**config.mk**
```make
export PLATFORM = sky130hd
export DESIGN_NAME = multicycle_control_unit
export DESIGN_NICKNAME = d
export VERILOG_FILES = /design/src/rtl/multicycle_control_unit_pkg.sv /design/src/rtl/mc_decode.sv /design/src/rtl/multicycle_control_unit.sv
export SDC_FILE = /design/constraint.sdc
export NUM_CORES = 1
export LEC_CHECK = 0
export ABC_AREA = 1
export ABC_CLOCK_PERIOD_IN_PS = 2020
export BUFFER_PORTS_ARGS = -buffer_cell sky130_fd_sc_hd__buf_2
export CORE_AREA = 4 4 76 114
export DETAILED_ROUTE_END_ITERATION = 8
export DIE_AREA = 0 0 80 118
export PLACE_DENSITY = 0.81
export RECOVER_POWER = 50
export SYNTH_ARGS = -nofsm -noshare
export SYNTH_HDL_FRONTEND = slang
export SYNTH_SLANG_ARGS = --single-unit
```
**constraint.sdc**
```tcl
create_clock -name CLK -period 2.02 [get_ports CLK]
set_input_delay 0.505 -clock CLK [delete_from_list [all_inputs] [get_ports CLK]]
set_output_delay 0.505 -clock CLK [all_outputs]
set_load 0.05 [all_outputs]
```
**src/rtl/multicycle_control_unit_pkg.sv**
```systemverilog
// Shared types for the multicycle control unit:
// FSM states, PC/regdst selects, ALU ops, opcodes and the decoded ctrl bundle.
package multicycle_control_unit_pkg;

  typedef enum logic [2:0] {
    FETCH, DECODE, EXEC, MEM, WB, HALTED
  } state_t;

  typedef enum logic [1:0] {
    PLUS4, BRANCH, JUMP, JR
  } pcsel_t;

  typedef enum logic [1:0] {
    RD, RT, R31
  } regdst_t;

  typedef enum logic [3:0] {
    ALU_SLL, ALU_SRL, ALU_ADD, ALU_SUB,
    ALU_AND, ALU_OR, ALU_XOR, ALU_NOR,
    ALU_SLT, ALU_SLTU
  } aluop_t;

  typedef enum logic [5:0] {
    OP_RTYPE = 6'b000000,
    OP_J     = 6'b000010,
    OP_JAL   = 6'b000011,
    OP_BEQ   = 6'b000100,
    OP_BNE   = 6'b000101,
    OP_ADDI  = 6'b001000,
    OP_ADDIU = 6'b001001,
    OP_SLTI  = 6'b001010,
    OP_SLTIU = 6'b001011,
    OP_ANDI  = 6'b001100,
    OP_ORI   = 6'b001101,
    OP_XORI  = 6'b001110,
    OP_LUI   = 6'b001111,
    OP_LW    = 6'b100011,
    OP_LBU   = 6'b100100,
    OP_LHU   = 6'b100101,
    OP_SB    = 6'b101000,
    OP_SH    = 6'b101001,
    OP_SW    = 6'b101011,
    OP_LL    = 6'b110000,
    OP_SC    = 6'b111000,
    OP_HALT  = 6'b111111
  } opcode_t;

  typedef enum logic [5:0] {
    F_SLL  = 6'b000000,
    F_SRL  = 6'b000010,
    F_JR   = 6'b001000,
    F_ADD  = 6'b100000,
    F_ADDU = 6'b100001,
    F_SUB  = 6'b100010,
    F_SUBU = 6'b100011,
    F_AND  = 6'b100100,
    F_OR   = 6'b100101,
    F_XOR  = 6'b100110,
    F_NOR  = 6'b100111,
    F_SLT  = 6'b101010,
    F_SLTU = 6'b101011
  } funct_t;

  // Instruction class steering the FSM path.
  typedef enum logic [3:0] {
    K_NOP, K_ALU, K_LW, K_SW, K_LL, K_SC,
    K_BEQ, K_BNE, K_J, K_JR, K_JAL, K_HALT
  } kind_t;

  typedef struct packed {
    kind_t   kind;
    aluop_t  alu_op;
    regdst_t reg_dst;
    logic    alu_src;
    logic    shamt_en;
    logic    sign_ext;
    logic    lui;
    logic    ovf_chk;
  } ctrl_t;

endpackage

```
**src/rtl/mc_decode.sv**
```systemverilog
// Combinational decoder: opcode/funct -> ctrl_t bundle.
// Ports: op, funct in; ctrl out. Unsupported ops decode as K_NOP.
module mc_decode
  import multicycle_control_unit_pkg::*;
(
  input  logic [5:0] op,
  input  logic [5:0] funct,
  output ctrl_t      ctrl
);

  logic imm;

  always_comb begin
    ctrl = '0;
    imm  = 1'b0;
    unique case (1'b1)
      op == OP_RTYPE: begin
        ctrl.kind    = K_ALU;
        ctrl.reg_dst = RD;
        unique case (1'b1)
          funct == F_ADD: begin
            ctrl.alu_op  = ALU_ADD;
            ctrl.ovf_chk = 1'b1;
          end
          funct == F_ADDU: ctrl.alu_op = ALU_ADD;
          funct == F_SUB: begin
            ctrl.alu_op  = ALU_SUB;
            ctrl.ovf_chk = 1'b1;
          end
          funct == F_SUBU: ctrl.alu_op = ALU_SUB;
          funct == F_AND:  ctrl.alu_op = ALU_AND;
          funct == F_OR:   ctrl.alu_op = ALU_OR;
          funct == F_XOR:  ctrl.alu_op = ALU_XOR;
          funct == F_NOR:  ctrl.alu_op = ALU_NOR;
          funct == F_SLT:  ctrl.alu_op = ALU_SLT;
          funct == F_SLTU: ctrl.alu_op = ALU_SLTU;
          funct == F_SLL: begin
            ctrl.alu_op   = ALU_SLL;
            ctrl.shamt_en = 1'b1;
          end
          funct == F_SRL: begin
            ctrl.alu_op   = ALU_SRL;
            ctrl.shamt_en = 1'b1;
          end
          funct == F_JR: ctrl.kind = K_JR;
          default: ctrl.kind = K_NOP;
        endcase
      end
      op == OP_ADDI: begin
        ctrl.kind     = K_ALU;
        ctrl.alu_op   = ALU_ADD;
        ctrl.sign_ext = 1'b1;
        ctrl.ovf_chk  = 1'b1;
        imm           = 1'b1;
      end
      op == OP_ADDIU: begin
        ctrl.kind     = K_ALU;
        ctrl.alu_op   = ALU_ADD;
        ctrl.sign_ext = 1'b1;
        imm           = 1'b1;
      end
      op == OP_SLTI: begin
        ctrl.kind     = K_ALU;
        ctrl.alu_op   = ALU_SLT;
        ctrl.sign_ext = 1'b1;
        imm           = 1'b1;
      end
      op == OP_SLTIU: begin
        ctrl.kind     = K_ALU;
        ctrl.alu_op   = ALU_SLTU;
        ctrl.sign_ext = 1'b1;
        imm           = 1'b1;
      end
      op == OP_ANDI: begin
        ctrl.kind   = K_ALU;
        ctrl.alu_op = ALU_AND;
        imm         = 1'b1;
      end
      op == OP_ORI: begin
        ctrl.kind   = K_ALU;
        ctrl.alu_op = ALU_OR;
        imm         = 1'b1;
      end
      op == OP_XORI: begin
        ctrl.kind   = K_ALU;
        ctrl.alu_op = ALU_XOR;
        imm         = 1'b1;
      end
      op == OP_LUI: begin
        ctrl.kind   = K_ALU;
        ctrl.alu_op = ALU_OR;
        ctrl.lui    = 1'b1;
        imm         = 1'b1;
      end
      op == OP_LW: begin
        ctrl.kind = K_LW;
        imm       = 1'b1;
      end
      op == OP_LL: begin
        ctrl.kind = K_LL;
        imm       = 1'b1;
      end
      op == OP_SW: begin
        ctrl.kind = K_SW;
        imm       = 1'b1;
      end
      op == OP_SC: begin
        ctrl.kind = K_SC;
        imm       = 1'b1;
      end
      op == OP_BEQ: begin
        ctrl.kind     = K_BEQ;
        ctrl.alu_op   = ALU_SUB;
        ctrl.sign_ext = 1'b1;
      end
      op == OP_BNE: begin
        ctrl.kind     = K_BNE;
        ctrl.alu_op   = ALU_SUB;
        ctrl.sign_ext = 1'b1;
      end
      op == OP_J:    ctrl.kind = K_J;
      op == OP_JAL: begin
        ctrl.kind    = K_JAL;
        ctrl.reg_dst = R31;
      end
      op == OP_HALT: ctrl.kind = K_HALT;
      default: ctrl.kind = K_NOP;
    endcase
    // Memory ops form their address as base + signed offset.
    unique case (ctrl.kind)
      K_LW, K_LL, K_SW, K_SC: begin
        ctrl.alu_op   = ALU_ADD;
        ctrl.sign_ext = 1'b1;
        ctrl.ovf_chk  = 1'b1;
      end
      default: ;
    endcase
    if (imm) begin
      ctrl.alu_src = 1'b1;
      ctrl.reg_dst = RT;
    end
  end

endmodule

```
**src/rtl/multicycle_control_unit.sv**
```systemverilog
// Multicycle MIPS control FSM with LL/SC link, overflow trap and bus watchdog.
// Ports: bus handshakes (ihit/dhit), ALU flags/address, snoop in; strobes/muxes out.
module multicycle_control_unit
  import multicycle_control_unit_pkg::*;
#(
  parameter int unsigned WORD_W      = 32,
  parameter int unsigned ADDR_W      = 32,
  parameter bit          LINK_EN     = 1'b1,
  parameter int unsigned BUS_TIMEOUT = 0
) (
  input  logic              CLK,
  input  logic              nRST,
  input  logic [WORD_W-1:0] instr,
  input  logic              ihit,
  input  logic              dhit,
  input  logic              alu_zero,
  input  logic              alu_overflow,
  input  logic [ADDR_W-1:0] alu_addr,
  input  logic              snoop_valid,
  input  logic [ADDR_W-1:0] snoop_addr,
  output logic              iREN,
  output logic              dREN,
  output logic              dWEN,
  output logic              ir_load,
  output logic              pc_en,
  output pcsel_t            pc_sel,
  output logic              reg_wen,
  output regdst_t           reg_dst,
  output logic              mem_to_reg,
  output logic              alu_src,
  output logic              shamt_en,
  output logic              sign_ext,
  output logic              lui,
  output aluop_t            alu_op,
  output logic              sc_result,
  output logic              halt,
  output logic              bus_error,
  output state_t            state
);

  localparam int unsigned TW = 16;
  localparam logic [TW-1:0] TO_LAST = TW'(BUS_TIMEOUT - 1);

  state_t              state_n;
  ctrl_t               dec_ctrl;
  ctrl_t               ctrl_q;
  logic                link_valid;
  logic [ADDR_W-1:0]   link_addr;
  logic [TW-1:0]       timer;
  logic                sc_ok;
  logic                waiting;
  logic                timeout;
  logic                snoop_hit;
  logic                link_hit;
  logic                ll_done;
  logic                sc_exit;
  logic                is_load;
  logic                is_store;
  logic                unused_instr;

  assign unused_instr = ^instr;

  mc_decode u_dec (
    .op    (instr[31:26]),
    .funct (instr[5:0]),
    .ctrl  (dec_ctrl)
  );

  assign is_load  = ctrl_q.kind == K_LW
                 || ctrl_q.kind == K_LL;
  assign is_store = ctrl_q.kind == K_SW
                 || ctrl_q.kind == K_SC;

  // A snoop in the same cycle as an SC check kills the link first.
  assign snoop_hit = snoop_valid
                  && snoop_addr == link_addr;
  assign link_hit  = LINK_EN && link_valid
                  && link_addr == alu_addr
                  && !snoop_hit;

  assign ll_done = state == MEM && dhit
                && ctrl_q.kind == K_LL;
  assign sc_exit = state == EXEC
                && ctrl_q.kind == K_SC;

  assign waiting = (state == FETCH && !ihit)
                || (state == MEM && !dhit);
  assign timeout = BUS_TIMEOUT != 0 && waiting
                && timer == TO_LAST;

  assign halt = state == HALTED;

  always_comb begin
    state_n    = state;
    iREN       = 1'b0;
    dREN       = 1'b0;
    dWEN       = 1'b0;
    ir_load    = 1'b0;
    pc_en      = 1'b0;
    pc_sel     = PLUS4;
    reg_wen    = 1'b0;
    reg_dst    = RD;
    mem_to_reg = 1'b0;
    alu_src    = 1'b0;
    shamt_en   = 1'b0;
    sign_ext   = 1'b0;
    lui        = 1'b0;
    alu_op     = ALU_SLL;
    sc_result  = 1'b0;
    // The address must stay valid through MEM for the link capture.
    if (state == EXEC || state == MEM) begin
      alu_op   = ctrl_q.alu_op;
      alu_src  = ctrl_q.alu_src;
      shamt_en = ctrl_q.shamt_en;
      sign_ext = ctrl_q.sign_ext;
      lui      = ctrl_q.lui;
    end
    unique case (state)
      FETCH: begin
        iREN = 1'b1;
        if (ihit) begin
          ir_load = 1'b1;
          state_n = DECODE;
        end
      end
      DECODE: begin
        pc_en = 1'b1;
        if (ctrl_q.kind == K_HALT)
          state_n = HALTED;
        else
          state_n = EXEC;
      end
      EXEC: begin
        state_n = FETCH;
        if (ctrl_q.ovf_chk && alu_overflow) begin
          state_n = HALTED;
        end else begin
          unique case (ctrl_q.kind)
            K_BEQ: begin
              pc_en  = alu_zero;
              pc_sel = BRANCH;
            end
            K_BNE: begin
              pc_en  = !alu_zero;
              pc_sel = BRANCH;
            end
            K_J: begin
              pc_en  = 1'b1;
              pc_sel = JUMP;
            end
            K_JR: begin
              pc_en  = 1'b1;
              pc_sel = JR;
            end
            K_JAL: begin
              pc_en   = 1'b1;
              pc_sel  = JUMP;
              state_n = WB;
            end
            K_LW, K_LL, K_SW: state_n = MEM;
            K_SC: state_n = link_hit ? MEM : WB;
            K_ALU: state_n = WB;
            default: state_n = FETCH;
          endcase
        end
      end
      MEM: begin
        dREN = is_load;
        dWEN = is_store;
        if (dhit) begin
          if (ctrl_q.kind == K_SW)
            state_n = FETCH;
          else
            state_n = WB;
        end
      end
      WB: begin
        reg_wen    = 1'b1;
        reg_dst    = ctrl_q.reg_dst;
        mem_to_reg = is_load;
        sc_result  = ctrl_q.kind == K_SC && sc_ok;
        state_n    = FETCH;
      end
      HALTED: state_n = HALTED;
      default: state_n = FETCH;
    endcase
    if (timeout) state_n = HALTED;
  end

  always_ff @(posedge CLK or negedge nRST) begin
    if (!nRST) begin
      state      <= FETCH;
      ctrl_q     <= '0;
      link_valid <= 1'b0;
      link_addr  <= '0;
      timer      <= '0;
      sc_ok      <= 1'b0;
      bus_error  <= 1'b0;
    end else begin
      state <= state_n;
      // Capture decode alongside the IR so a changing port is harmless.
      if (state == FETCH && ihit) ctrl_q <= dec_ctrl;
      // LL completion beats a coincident snoop.
      if (ll_done) begin
        link_valid <= LINK_EN;
        link_addr  <= alu_addr;
      end else if (sc_exit || snoop_hit) begin
        link_valid <= 1'b0;
      end
      if (sc_exit) sc_ok <= link_hit;
      if (waiting && BUS_TIMEOUT != 0)
        timer <= timer + 1'b1;
      else
        timer <= '0;
      if (timeout) bus_error <= 1'b1;
    end
  end

endmodule

```
# After elaboration in Yosys (flattened, before gate mapping)
# Cells that the tools add are included.
# word_totals
elab_cells	148
out_inout_bits	25
ff_bits	52
ram_bits	0
latch_bits	0
mem_bits_ro	0
input_bits	103
mem_count	0
# op_classes
mux	46
addsub	0
n_div	0
eq_ne	53
shift	0
magnitude_cmp	0
n_bitwise	0
n_reduce_logical	37
mul	0
# op_table
cell	count
equality test 6 bit (second input constant)	15
equality test 32 bit	2
equality test 6 x 4 -> 1 bit (second input constant)	9
one-hot mux 4 bit (11 select lines)	1
one-hot mux 4 bit (9 select lines)	1
one-hot mux 4 bit (8 select lines)	1
equality test 4 x 3 -> 1 bit (second input constant)	6
OR reduction 12 bit	2
2-to-1 mux 1 bit	23
2-to-1 mux 3 bit	7
OR reduction 2 bit	10
equality test 6 x 2 -> 1 bit (second input constant)	3
equality test 4 x 2 -> 1 bit (second input constant)	4
equality test 4 bit (second input constant)	4
one-hot mux 3 bit (5 select lines)	1
equality test 6 x 3 -> 1 bit (second input constant)	2
zero test 6 bit	2
logical AND 1 bit	9
one-hot mux 3 bit (3 select lines)	1
2-to-1 mux 2 bit	4
2-to-1 mux 4 bit	2
one-hot mux 4 bit (2 select lines)	1
OR reduction 8 bit	1
equality test 3 x 2 -> 1 bit (second input constant)	2
15 further kinds	23

# Depth between registers and ports, before layout
# logic_depth
word_depth	8
depth_mapped	15
ltp_nobuf	15

# By module
# From an unflattened synthesis, not the netlist that was laid out.
# unflattened
cells_unflattened	626
area_unflattened_um2	3898.7
# by_module_without_submodules
mod	cells_each	area_per_inst_um2	seq_area_each_um2	n_inst
multicycle_control_unit	527	3405.8	1301.2	1
mc_decode	99	493.0	0.0	1

# Worst setup path before layout
# No wires, ideal clock.
# synth_timing
path_kind	reg2out
start	reg state[2]
end	out mem_to_reg
n_path_buf	0
arrival_ns	2.862
required_ns	1.515
stages_incl_launch_ff	5
slack_ns	-1.347
cell_sequence	dfrtp_1 > inv_1 > nor3_1 > inv_1 > nor2_1
# synth_via
elab_chain_cells	2
# synth_lines
item	line	text
start, declared	multicycle_control_unit.sv:38	output state_t state
start signal, assigned	multicycle_control_unit.sv:200	state <= state_n;
equality test 3 bit	multicycle_control_unit.sv:118	unique case (state)
2-to-1 mux 1 bit	multicycle_control_unit.sv:118	
end, declared	multicycle_control_unit.sv:29	output logic mem_to_reg,
# Every way passes these cells.

# Final worst setup path
# layout_timing
start	reg ctrl_q[14] (netlist name)
end	out dWEN
# layout_via
elab_chain_cells	3
word_cells_on_any_way	4
cone_classes	eq/ne (2); mux (1); reduce/logical (1)
# layout_lines
item	line	text
start, declared	multicycle_control_unit.sv:46	ctrl_t ctrl_q;
start signal, assigned	multicycle_control_unit.sv:202	if (state == FETCH && ihit) ctrl_q <= dec_ctrl;
equality test 4 x 2 -> 1 bit / equality test 4 x 3 -> 1 bit (equally long branches)	multicycle_control_unit.sv:71, multicycle_control_unit.sv:72	
logical OR 1 bit (*)	multicycle_control_unit.sv:72	|| ctrl_q.kind == K_SC;
2-to-1 mux 1 bit (*)	multicycle_control_unit.sv:118	
end, declared	multicycle_control_unit.sv:23	output logic dWEN,
# Mark *: on every way between the ends. The rest lies on a longest branch, timed or not.

==> key figures <==
Critical path
  – Crit path DAT: ~1.6 ns
  – Reg2reg start: ctrl_q[14]
  – Worst path required time: between 1.5 and 2 ns
  – CP Capture Type: output port
  – Crit-path cells: buf_4 -> nor3_2 -> nor2_1 -> nor2_1 -> buf_6
  – Reg2reg path depth: 8
  – RR Endpoint: link_addr[24]
  – Worst R2R Setup Slack: 0.19 ns
  – Most used cell, CP: nor2_1
  – Crit start category: register
  – Worst-path fanout max: 4
  – Slowest CP cell: dfrtp_2
  – Crit Path Category: register to output port
  – Crit-path max cell delay: between 0.4 and 0.5 ns

Outcome
  – Status: complete, but fails checks
  – Violated checks: setup timing

Synth
  – Compound-Gate Fraction of Synth Area: about an eighth
  – Yosys warnings: 0
  – Post-synthesis mux area share: 1.99%
  – EDFF count, synth: 0
  – Post-Synth Simple-Gate Area: between 30% and 40%
  – Post-synthesis cell count: approximately 600
  – Syn_nets: about 700
  – XOR/XNOR Fraction of Synth Area: 4.65%
  – Ys flop type: dfrtp_1
  – Largest family of logic cells by synthesized area: simple AND/OR/NAND/NOR gates
  – Post-synth cell types: 36
  – Top-count cell post-synth: nand2_1
  – Sequential share of the synthesized area: roughly a third
  – Post-Synthesis Cell Area: about 0.0038 mm²
  – Synthesis-stage register bit count: just over 50
  – Mean Syn Cell Area: roughly 6.3 µm²
  – Largest area contributor in the netlist: dfrtp_1
  – Share of the synthesized area in the top cell type: about a third
  – Top post-synthesis cells by count: nand2_1 (177), inv_1 (114), nor2_1 (73)
  – Ys async rst share: 100%
  – Synth top area cells: dfrtp_1 (34%), nand2_1 (18%), inv_1 (11%)
  – Synth Area in Adders: 0%

Routing
  – WL/cell: about 13 µm
  – Vias: slightly above 4,000
  – Vias per cell: slightly below 5
  – Number of routed nets with antenna violations: 0
  – Final WL: approximately 10 mm
  – # DRC: 0
  – Pre-antenna DRT Iters: 5
  – DR iter-0 viols: 201

Pwr
  – Static Leak: ~0.0026 µW
  – Pwr per Cell Area: 1140 mW/mm²
  – Worst IR Drop VDD: between 0.8 and 0.9 mV

Global routing
  – First-pass GRT wire length: ~17 mm
  – Grt met2 use: 42.3%
  – Grt total ovfl: 0
  – Met1 GRT Util: 22.8%
  – GRT Max-Usage Layer: met2
  – Met3 Use GR: under 10%
  – Total track usage: 22.2%
  – Initial antenna violation count: 0
  – Largest net degree at the start of global routing: between 60 and 70
  – Vias in the first global route: roughly 3,900

Placed design
  – DP HPWL: just under 8 mm
  – GPL Wtd Cong: between 0.9 and 1
  – Placed insts: 804
  – Port Buffers: 106
  – Placed Instance Area: 0.00455 mm²
  – Placement Setup Slack: 0.140 ns

Timing
  – Clock skew: around 0.006 ns
  – Hold Violations, Final: 0
  – Final Setup Violations: 3
  – Fin crit share: 104%
  – Tmin final: around 2.1 ns
  – Unrepaired setup endpoints after global routing: true
  – Final slew viol count: 0
  – Slew @ Worst Pin: 1.28 ns
  – Slew HR: between 10 and 15%
  – Final setup margin: -0.0769 ns
  – Peak Freq: approximately 0.48 GHz

Layout
  – Share of cells above drive strength 1: roughly a quarter
  – Core Util, Final: 63.8%
  – Area grow syn2layout: 29.0%
  – Antenna cell count: 0
  – Final Cell Area: between 0.004 and 0.005 mm²
  – Post-Layout Cell Count: 817
  – Final #Nets: roughly 820

Clock network
  – Clk_lat worst skew: 0.29 ns
  – Clk sinks: between 50 and 60
  – Clk slew on worst S/H paths: roughly 0.07 ns
  – CTS root buf: clkbuf_16
  – H-tree depth: 2
  – # hold bufs at CTS: 0
  – CTS Buffer Depth: 2
  – CTS tree: yes
  – Inserted Clock Buffers: 5

Floorplanning
  – Core area: between 0.007 and 0.008 mm²
  – Starting Density: around 50%
  – Height of the die: between 100 and 150 µm
  – Die area: about 0.0094 mm²
  – Die width: ~80 µm
  – Rows: 39
  – Ports: around 130

Hold path
  – HP Start: alu_addr[20]
  – Worst hold-check path type: input pin to register
  – Worst Hold Depth: 2
  – Worst Hold Path EP: link_addr[20]

Job
  – Total of max-cap violations: 0
cells by family after synthesis:
family                    after synthesis
DFF                                    51
other                                   1
xor gates and xnor gates               20
muxes                                   5
buffers and inverters                 129
AOI/OAI and AO/OA                      80
and+or+nand+nor                       307
power by group:
part	switching [µW]	total, µW	internal, µW
sequential	421	1880	1460
combinational	1740	2830	1090
clock	362	816	454
total	2520	5520	3000
how the worst max path moves through the flow:
stage,end,startpoint,slack [ns],cells after the start
global placement,pc_en,alu_overflow,0.16,7
detailed placement,pc_en,alu_overflow,0.14,7
CTS,dREN,ctrl_q[13],-0.03,7
finish,dWEN,ctrl_q[14],-0.08,5
global route,dWEN,ctrl_q[14],-0.11,5
floorplan,dREN,state[1],-0.17,6
area by class of cell:
class                      count  area [µm²]
clock buffer                   7         133
fill                         687        2760
inverter                     121         472
multi-input combinational    413        2090
sequential                    51        1280
tap                          102         128
timing repair buffer         123         748
repair_timing:
item / 4_1_cts / 5_1_grt
buffers inserted: 3 / 3
pin swaps: 4 / 11
setup endpoints to repair: 10 / 12
gates resized for setup: 28 / 22
through the flow:
| step | hold slack [ns] | total power (µW) | TNS (ns) |
|---|---|---|---|
| final | 0.478 | 5520 | -0.110 |
| after floorplan | 0.209 | 3810 | -1.06 |
| after CTS | 0.209 | 5460 | -0.0515 |
| after global placement | 0.462 | 4410 | 0 |
| after global routing | 0.480 | 5990 | -0.489 |
| after detailed placement | 0.481 | 4510 | 0 |
registers in the layout, summed over array words and instances, names as in the netlist:
register and cells:
link_addr 32, ctrl_q 14, state 3, link_valid 1
sc_ok 1
per-layer routing:
| layer | vias to the layer above | share of wire [%] |
|---|---|---|
| met5 | - | 0 |
| met4 | 0 | 3.5 |
| met3 | 31 | 5.8 |
| met2 | 133 | 54 |
| met1 | 1810 | 36 |
| li1 | 2062 | - |
cell usage in the layout (no fill, tap or decap), types with 4 or more instances in the layout:
cell / n
nand2_1: 176
inv_1: 109
buf_2: 94
nor2_1: 63
o21ai_0: 54
dfrtp_1: 46
nand3_1: 25
xnor2_1: 12
buf_4: 12
nand4_1: 11
nor2_2: 9
nor2_4: 8
xor2_1: 8
inv_2: 7
buf_6: 7
mux2_4: 5
a21oi_1: 5
clkbuf_16: 5
dfrtp_2: 5
o22ai_1: 4
buf_8: 4
worst max-delay path: cells and delay by family, from the launching register on:
family        cells  cell delay [ns]
flops             1             0.44
buf+inv           2             0.35
simple gates      3             0.50
Power figures use the tool's default switching activity.
